## config.mk

```make
export PLATFORM = sky130hd
export DESIGN_NAME = ddd_load_ctrl
export DESIGN_NICKNAME = d
export VERILOG_FILES = /design/src/rtl/ddd_load_ctrl.sv
export SDC_FILE = /design/constraint.sdc
export NUM_CORES = 1
export LEC_CHECK = 0
export ABC_AREA = 1
export BUFFER_PORTS_ARGS = -buffer_cell sky130_fd_sc_hd__buf_2
export CORE_UTILIZATION = 29
export DETAILED_ROUTE_END_ITERATION = 12
export PLACE_DENSITY = 0.48
export SLEW_MARGIN = 40
export SYNTH_ARGS = -nofsm -noshare
export SYNTH_HDL_FRONTEND = slang
export SYNTH_SLANG_ARGS = --single-unit
```

## constraint.sdc

```tcl
create_clock -name clock -period 1.7 [get_ports clock]
set_input_delay 0 -clock clock [delete_from_list [all_inputs] [get_ports clock]]
set_output_delay 0 -clock clock [all_outputs]
set_load 0.1 [all_outputs]
```

## src/rtl/ddd_load_ctrl.sv

```systemverilog
// Shadow/active delay register bank and load sequencer in front of the 3D3444 programmer.
// A commit copies shadow to active once, then runs start/busy/verify with bounded retries.
module ddd_load_ctrl #(
    parameter int MAX_RETRY    = 3,
    parameter int ACK_TIMEOUT  = 255,
    parameter int DONE_TIMEOUT = 1023
) (
    input  logic        clock,
    input  logic        global_reset_n,
    input  logic        wr_en,
    input  logic [1:0]  wr_adr,
    input  logic [15:0] wr_data,
    input  logic        commit,
    output logic [3:0]  delay_ch0,
    output logic [3:0]  delay_ch1,
    output logic [3:0]  delay_ch2,
    output logic [3:0]  delay_ch3,
    output logic [3:0]  delay_ch4,
    output logic [3:0]  delay_ch5,
    output logic [3:0]  delay_ch6,
    output logic [3:0]  delay_ch7,
    output logic [3:0]  delay_ch8,
    output logic [3:0]  delay_ch9,
    output logic [3:0]  delay_ch10,
    output logic [3:0]  delay_ch11,
    output logic [11:0] oe,
    output logic        ddd_start,
    input  logic        ddd_busy,
    input  logic        ddd_verify_ok,
    output logic        load_busy,
    output logic        load_done,
    output logic        load_error,
    output logic        timeout_err,
    output logic [1:0]  retry_cnt,
    output logic [2:0]  fsm_state
);

    // Programmer handshake: ddd_start is a level held until ddd_busy is seen high,
    // then dropped; the programmer finishes only after start is low, and
    // ddd_verify_ok is valid from the cycle ddd_busy falls.
    typedef enum logic [2:0] {
        S_IDLE,
        S_ARM,
        S_ASSERT,
        S_DROP,
        S_WAIT_DONE,
        S_CHECK,
        S_REARM,
        S_FAIL_TO
    } state_t;

    localparam logic [9:0] ACK_LIM   = 10'(ACK_TIMEOUT);
    localparam logic [9:0] DONE_LIM  = 10'(DONE_TIMEOUT);
    localparam logic [1:0] RETRY_LIM = 2'(MAX_RETRY);

    state_t      state, state_nx;
    logic [9:0]  cnt, cnt_nx, cnt_inc;
    logic [1:0]  retry_nx;
    logic        done_nx, err_nx, to_nx;
    logic        pending, pending_nx;
    logic        copy_active, clr_pending;

    logic [47:0] shadow_dly, active_dly;
    logic [11:0] shadow_oe, active_oe;

    assign cnt_inc    = (cnt == 10'h3FF) ? cnt : cnt + 10'd1;
    assign pending_nx = commit | (pending & ~clr_pending);
    assign fsm_state  = state;

    always_comb begin
        state_nx    = state;
        cnt_nx      = cnt;
        retry_nx    = retry_cnt;
        done_nx     = load_done;
        err_nx      = load_error;
        to_nx       = timeout_err;
        copy_active = 1'b0;
        clr_pending = 1'b0;
        case (state)
            S_IDLE: begin
                if (pending) state_nx = S_ARM;
            end
            S_ARM: begin
                copy_active = 1'b1;
                clr_pending = 1'b1;
                done_nx     = 1'b0;
                err_nx      = 1'b0;
                to_nx       = 1'b0;
                retry_nx    = 2'd0;
                cnt_nx      = 10'd0;
                state_nx    = S_ASSERT;
            end
            S_REARM: begin
                cnt_nx   = 10'd0;
                state_nx = S_ASSERT;
            end
            S_ASSERT: begin
                cnt_nx = cnt_inc;
                if (ddd_busy)                state_nx = S_DROP;
                else if (cnt_inc == ACK_LIM) state_nx = S_FAIL_TO;
            end
            S_DROP: begin
                cnt_nx   = 10'd0;
                state_nx = S_WAIT_DONE;
            end
            S_WAIT_DONE: begin
                cnt_nx = cnt_inc;
                if (!ddd_busy)                state_nx = S_CHECK;
                else if (cnt_inc == DONE_LIM) state_nx = S_FAIL_TO;
            end
            S_CHECK: begin
                if (ddd_verify_ok) begin
                    done_nx  = 1'b1;
                    state_nx = S_IDLE;
                end else if (retry_cnt < RETRY_LIM) begin
                    retry_nx = retry_cnt + 2'd1;
                    state_nx = S_REARM;
                end else begin
                    err_nx   = 1'b1;
                    state_nx = S_IDLE;
                end
            end
            S_FAIL_TO: begin
                err_nx   = 1'b1;
                to_nx    = 1'b1;
                state_nx = S_IDLE;
            end
            default: state_nx = S_IDLE;
        endcase
    end

    // ddd_start and load_busy are registered from next-state so they track the FSM exactly.
    always_ff @(posedge clock or negedge global_reset_n) begin
        if (!global_reset_n) begin
            state       <= S_IDLE;
            cnt         <= 10'd0;
            retry_cnt   <= 2'd0;
            load_done   <= 1'b0;
            load_error  <= 1'b0;
            timeout_err <= 1'b0;
            pending     <= 1'b0;
            ddd_start   <= 1'b0;
            load_busy   <= 1'b0;
        end else begin
            state       <= state_nx;
            cnt         <= cnt_nx;
            retry_cnt   <= retry_nx;
            load_done   <= done_nx;
            load_error  <= err_nx;
            timeout_err <= to_nx;
            pending     <= pending_nx;
            ddd_start   <= (state_nx == S_ASSERT);
            load_busy   <= (state_nx != S_IDLE) | pending_nx;
        end
    end

    always_ff @(posedge clock or negedge global_reset_n) begin
        if (!global_reset_n) begin
            shadow_dly <= 48'd0;
            shadow_oe  <= 12'hFFF;
            active_dly <= 48'd0;
            active_oe  <= 12'hFFF;
        end else begin
            if (wr_en) begin
                case (wr_adr)
                    2'd0:    shadow_dly[15:0]  <= wr_data;
                    2'd1:    shadow_dly[31:16] <= wr_data;
                    2'd2:    shadow_dly[47:32] <= wr_data;
                    default: shadow_oe         <= wr_data[11:0];
                endcase
            end
            if (copy_active) begin
                active_dly <= shadow_dly;
                active_oe  <= shadow_oe;
            end
        end
    end

    assign delay_ch0  = active_dly[3:0];
    assign delay_ch1  = active_dly[7:4];
    assign delay_ch2  = active_dly[11:8];
    assign delay_ch3  = active_dly[15:12];
    assign delay_ch4  = active_dly[19:16];
    assign delay_ch5  = active_dly[23:20];
    assign delay_ch6  = active_dly[27:24];
    assign delay_ch7  = active_dly[31:28];
    assign delay_ch8  = active_dly[35:32];
    assign delay_ch9  = active_dly[39:36];
    assign delay_ch10 = active_dly[43:40];
    assign delay_ch11 = active_dly[47:44];
    assign oe         = active_oe;

endmodule

```

Word level (Yosys, flattened, before mapping)
Cells that the tools add are included.
{ "word_totals": {"mem_bits_rw": 0, "mem_count": 0, "elab_cells": 78, "inputBits": 24, "latchBits": 0, "mem_bits_ro": 0, "output_inout_bits": 70, "register_bits": 141} }
{ "op_classes": {"n_lt_le_gt_ge": 1, "div_mod_pow": 0, "n_bitwise": 5, "n_reduce_logical": 18, "eq_ne": 17, "add_sub_neg": 2, "n_mul": 0, "mux": 20, "shift": 0} }
{ "op_table": {"columns": ["cell", "count"], "rows": [
  ["$mux W3", 7],
  ["$pmux W3 S7", 1],
  ["$eq A10 B10 Y1 const B", 2],
  ["$pmux W10 S2", 1],
  ["$eq A3 B3 Y1 const B", 4],
  ["$add A10 B1 Y10 const B", 1],
  ["$eq A10 B8 Y1 const B", 1],
  ["$mux W10", 1],
  ["$reduce_and A2 Y1", 5],
  ["$eq A3 B2 Y1 const B", 3],
  ["$ne A2 B2 Y1 const B", 4],
  ["$reduce_and A3 Y1", 2],
  ["$reduce_bool A2 Y1", 3],
  ["$reduce_bool A3 Y1", 2],
  ["$reduce_or A3 Y1", 2],
  ["$mux W1", 4],
  ["$mux W2", 2],
  ["$pmux W1 S2", 2],
  ["$pmux W2 S2", 1],
  ["$reduce_or A2 Y1", 2],
  ["$eq A3 B1 Y1 const B", 1],
  ["$logic_not A3 Y1", 1],
  ["$pmux W1 S3", 1],
  ["$add A2 B1 Y2 const B", 1],
  ["other kinds (7)", 9]
]} }

Depth between registers and ports, before layout
{ "depth": {"ltp_word": 8, "depth_mapped": 13, "depth_no_buf": 13} }

Worst setup path after synthesis
Ideal clock, no wire load.
{ "synth_path": {"kind": "reg2reg", "from": "reg state[2], in the netlist fsm_state[2]", "to": "reg cnt[0]", "n_path_buf": 1, "arrival_ps": 2044, "path_stages_with_launch": 9, "setup_ps": 127, "required_time_ps": 1573, "synth_period_minus_slack_ps": 2171, "slack_ps": -471, "cell_sequence": "dfrtp_1 buf_2 inv_1 nor3_2 inv_1 o21ai_2 inv_2 nand2_1 o21ai_0"} }
{ "synth_between": {"elab_chain_len": 3, "elab_cells_between_ends": 9, "classes_between": "eq/ne (5); mux (1); reduce/logical (3)"} }
{ "synth_lines": {"columns": ["item", "line_no", "rtl"], "rows": [
  ["start, declared", "56", "state_t state, state_nx;"],
  ["start signal, assigned", "145", "state <= state_nx;"],
  ["$eq A3 B2 Y1 (tied with other cells)", "79", "case (state)"],
  ["$reduce_or A3 Y1 (no source line) / $reduce_or A2 Y1 (equally long branches)", null, null],
  ["$pmux W10 S2 / $reduce_bool A2 Y1 (equally long branches)", null, null],
  ["end signal, assigned", "146", "cnt <= cnt_nx;"],
  ["end, declared", "57", "logic [9:0] cnt, cnt_nx, cnt_inc;"]
]} }
Parallel ways exist; a longest one is shown, timed or not.
A chain may end at the register's enable or synchronous reset.

Worst setup path after layout
{ "layout_path": {"from": "reg cnt[0]", "to": "reg ddd_start"} }
{ "layout_between": {"elab_chain_len": 7, "elab_cells_between_ends": 11, "classes_between": "add/sub (1); eq/ne (4); mux (6)"} }
{ "layout_lines": {"columns": ["item", "line_no", "rtl"], "rows": [
  ["$add A10 B1 Y10 / $eq A10 B10 Y1 (equally long branches)", "66", "assign cnt_inc = (cnt == 10'h3FF) ? cnt : cnt + 10'd1;"],
  ["$mux W10 *", "66", null],
  ["$eq A10 B10 Y1 / $eq A10 B8 Y1 (equally long branches)", "109, 100", null],
  ["$mux W3, on equally long branches", "109, 100", null],
  ["$mux W3, on equally long branches", "108, 99", null],
  ["$pmux W3 S7 *", "79", null],
  ["net state_nx[0]", "56", null],
  ["$eq A3 B2 Y1 *", "152", "ddd_start <= (state_nx == S_ASSERT);"],
  ["end signal, assigned", "152", null],
  ["end, declared", "27", "output logic ddd_start,"]
]} }
The timed path passes the listed nets; every way through them passes the cells marked *.

==> results.json <==
{
  "status": "finished, final reports clean",
  "route.vias.total": 4698,
  "drv_cap": 0,
  "hpwl_um": 10300,
  "start_util_pct": 29.6,
  "place_congestion": 0.853,
  "fin_nets": 820,
  "gr-usage-all-layers_pct": 16.1,
  "grt_pass1_vias": 4513,
  "area_growth_pct": 32.6,
  "finalSetupTns_ns": 0,
  "grt-busiest-layer": "met2",
  "antenna_found_initial": 0,
  "r2r-start": "cnt[0]",
  "groute.layer.met3.usage_pct": 4.06,
  "portBuffers": 93,
  "synth_cell_types": 26,
  "path_class": "flop to flop",
  "crit_arrival_ns": 2.01,
  "use_met2_pct": 24.4,
  "drive_above_1_share_pct": 27.1,
  "cts.sinks": 141,
  "critPathLaunch": "cnt[0]",
  "gr-usage-met1_pct": 22.7,
  "fin_crit_sh_pct": 99.5,
  "fp.dieW_um": 143,
  "stdcell_area_um2": 7670,
  "drtAntennaViolNets": 0,
  "dr.pass1.iters": 4,
  "yosysSeqAreaShare_pct": 61.5,
  "drc": 0,
  "cp_data_required_time_ns": 2.01,
  "path_clk_slew_ns": 0.06,
  "die_y_um": 143,
  "syn-num-nets": 683,
  "cp-end-kind": "flop",
  "path_max_fanout": 6,
  "ys_ff_latch": 141,
  "relSlewSlack_pct": 64.7,
  "synth_ff_type": "dfrtp_1",
  "antennaDiodeCount": 0,
  "timing.rr.end": "ddd_start",
  "cp_top_family": "simple AND/OR/NAND/NOR gates",
  "place_inst": 1019,
  "start_kind": "flop",
  "placed_area_um2": 6780,
  "path_buf_inv": 0,
  "max_stage_delay_ns": 0.35,
  "setup_ws_ns": 0.00902,
  "syn_area_um2": 5780,
  "synth_area_per_cell_um2": 8.80,
  "critical_path_depth": 12,
  "grt_max_degree": 61,
  "instances_no_fill": 1072,
  "crit_slowest_cell": "dfrtp_1",
  "r2r_setup_slack_ns": 0.009,
  "clock.fmax_mhz": 591,
  "path_cells": "ha_2 > nand2_4 > nor2_4 > nand2_2 > nand3_2 > nand3_1 > nor2_1 > nand3_1 > nand2_1 > nand2_1 > nand3_2 > nor2_2",
  "worst_pin_slew_ns": 0.532,
  "avgViaCountPerCell": 4.38,
  "dieArea_um2": 20500,
  "clockBufferDepth": 2,
  "syn_inst": 657,
  "tritoncts": "built",
  "cts_buffers": 17,
  "cts_max_level": 4,
  "fin_skew_ns": 0.00685,
  "hold_path.class": "input port to flop",
  "synth-edff-count": 0,
  "drt_iter0_markers": 236,
  "grt_pass1_wl_um": 24600,
  "wl_um": 15400,
  "async_flop_share_pct": 100,
  "ys_warn_count": 0,
  "fin_crit_ns": 1.69,
  "clock_latency_ns": 0.42,
  "setup_violations": 0,
  "rows": 51,
  "globalRouteOverflowTotal": 0,
  "rsz0062_at_grt": "true",
  "r2r_cells": 12,
  "timing.critical_path.to": "ddd_start",
  "wire_per_inst_um": 14.3,
  "dp_worst_setup_slack_ns": -0.0522,
  "final_hold_viol_count": 0,
  "fp.coreArea_um2": 19500,
  "finalMaxSlewViolations": 0,
  "cts_root_buffer": "clkbuf_16",
  "ioPinCount": 94
}
[cell usage after synthesis, drive strengths merged, types with 4 or more instances]
library cell / n / area share (%)
nor2: 29 / 2.3
buf: 8 / 0.56
dfstp: 24 / 11
nand3: 24 / 2.8
nand2: 302 / 20
dfrtp: 117 / 51
nand4: 4 / 0.43
inv: 43 / 2.8
o22ai: 4 / 0.43
nor3: 5 / 0.61
clkbuf: 17 / 1.1
o21ai: 73 / 6.5
[cell families (layout without fill, tap and decap cells)]
group | Yosys count | count (layout) | share of synthesized area [%]
simple gates | 364 | 364 | 26.1
xor+xnor | 1 | 1 | 0.151
compound gates | 81 | 81 | 7.38
buf+inv | 68 | 218 | 4.46
flops | 141 | 141 | 61.5
fa+ha+maj | 2 | 2 | 0.433
[metal layers]
metal  vias up  wire [um]
li1       2341          -
met1      2245       7530
met2        96       6940
met3        16        724
met4         0        181
met5         -          0
[layout by cell type, fill, tap and decap left out, types with 2 or more instances in the layout]
cell and instances:
buf_12 5, buf_2 92, buf_4 25, buf_6 3
bufinv_16 5, clkbuf_1 4, clkbuf_16 17, clkinv_2 2
dfrtp_1 112, dfrtp_2 3, dfrtp_4 2, dfstp_2 24
dlygate4sd3_1 18, inv_1 37, inv_2 6, inv_6 2
nand2_1 293, nand2_2 8, nand3_1 15, nand3_2 9
nand4_1 4, nor2_1 24, nor2_2 2, nor2_4 3
nor3_1 3, nor3_2 2, o21ai_0 69, o21ai_2 2
o22ai_1 4
[tightest hold or removal path, stage by stage]
cell and delay [ns]:
buf_2 0.08, inv_1 0.12, o21ai_0 0.18
[registers in the layout (all words and copies together) (netlist names)]
register / count
shadow_dly: 48
load_error: 1
ddd_start: 1
timeout_err: 1
cnt: 10
shadow_oe: 12
load_done: 1
load_busy: 1
pending: 1
active_dly: 48
retry_cnt: 2
oe: 12
fsm_state: 3
[through the flow]
stage          util (%)  hold slack [ns]
6_report           39.3          0.00250
5_1_grt            39.3           0.0202
4_1_cts            39.0          0.00221
3_5_place_dp       34.7          -0.0473
3_3_place_gp       34.7          -0.0489
2_1_floorplan         -           -0.296
[worst min path at each step]
stage	cells past startpoint	slack (ns)	start	endpoint
final	3	0.003	wr_data[8]	shadow_dly[40]
after global routing	3	0.02	wr_data[8]	shadow_dly[24]
after CTS	3	0.002	wr_data[8]	shadow_dly[40]
after detailed placement	1	-0.05	global_reset_n	cnt[5]
after global placement	1	-0.05	global_reset_n	cnt[5]
after floorplan	0	-0.30	global_reset_n	active_dly[0]
[area by class of cell]
class	count	area [um^2]
Multi-Input combinational cell	448	2010
Clock buffer	22	454
Clock inverter	10	185
Tap cell	265	332
Fill cell	2008	11900
Sequential cell	141	3570
Timing Repair Buffer	143	962
Inverter	43	161
[what timing repair did]
action / in CTS / in global routing
setup buffers: 0 / 3
cloned: 0 / 0
hold buffers: 18 / 0
pin swaps: 1 / 4
endpoints found under the setup margin: 1 / 12
endpoints found under the hold margin: 192 / 0
resized for setup: 2 / 9
Power is left out: the tool's default activity adds up to more than one toggle a clock period on the data nets, which glitch-free logic cannot reach.
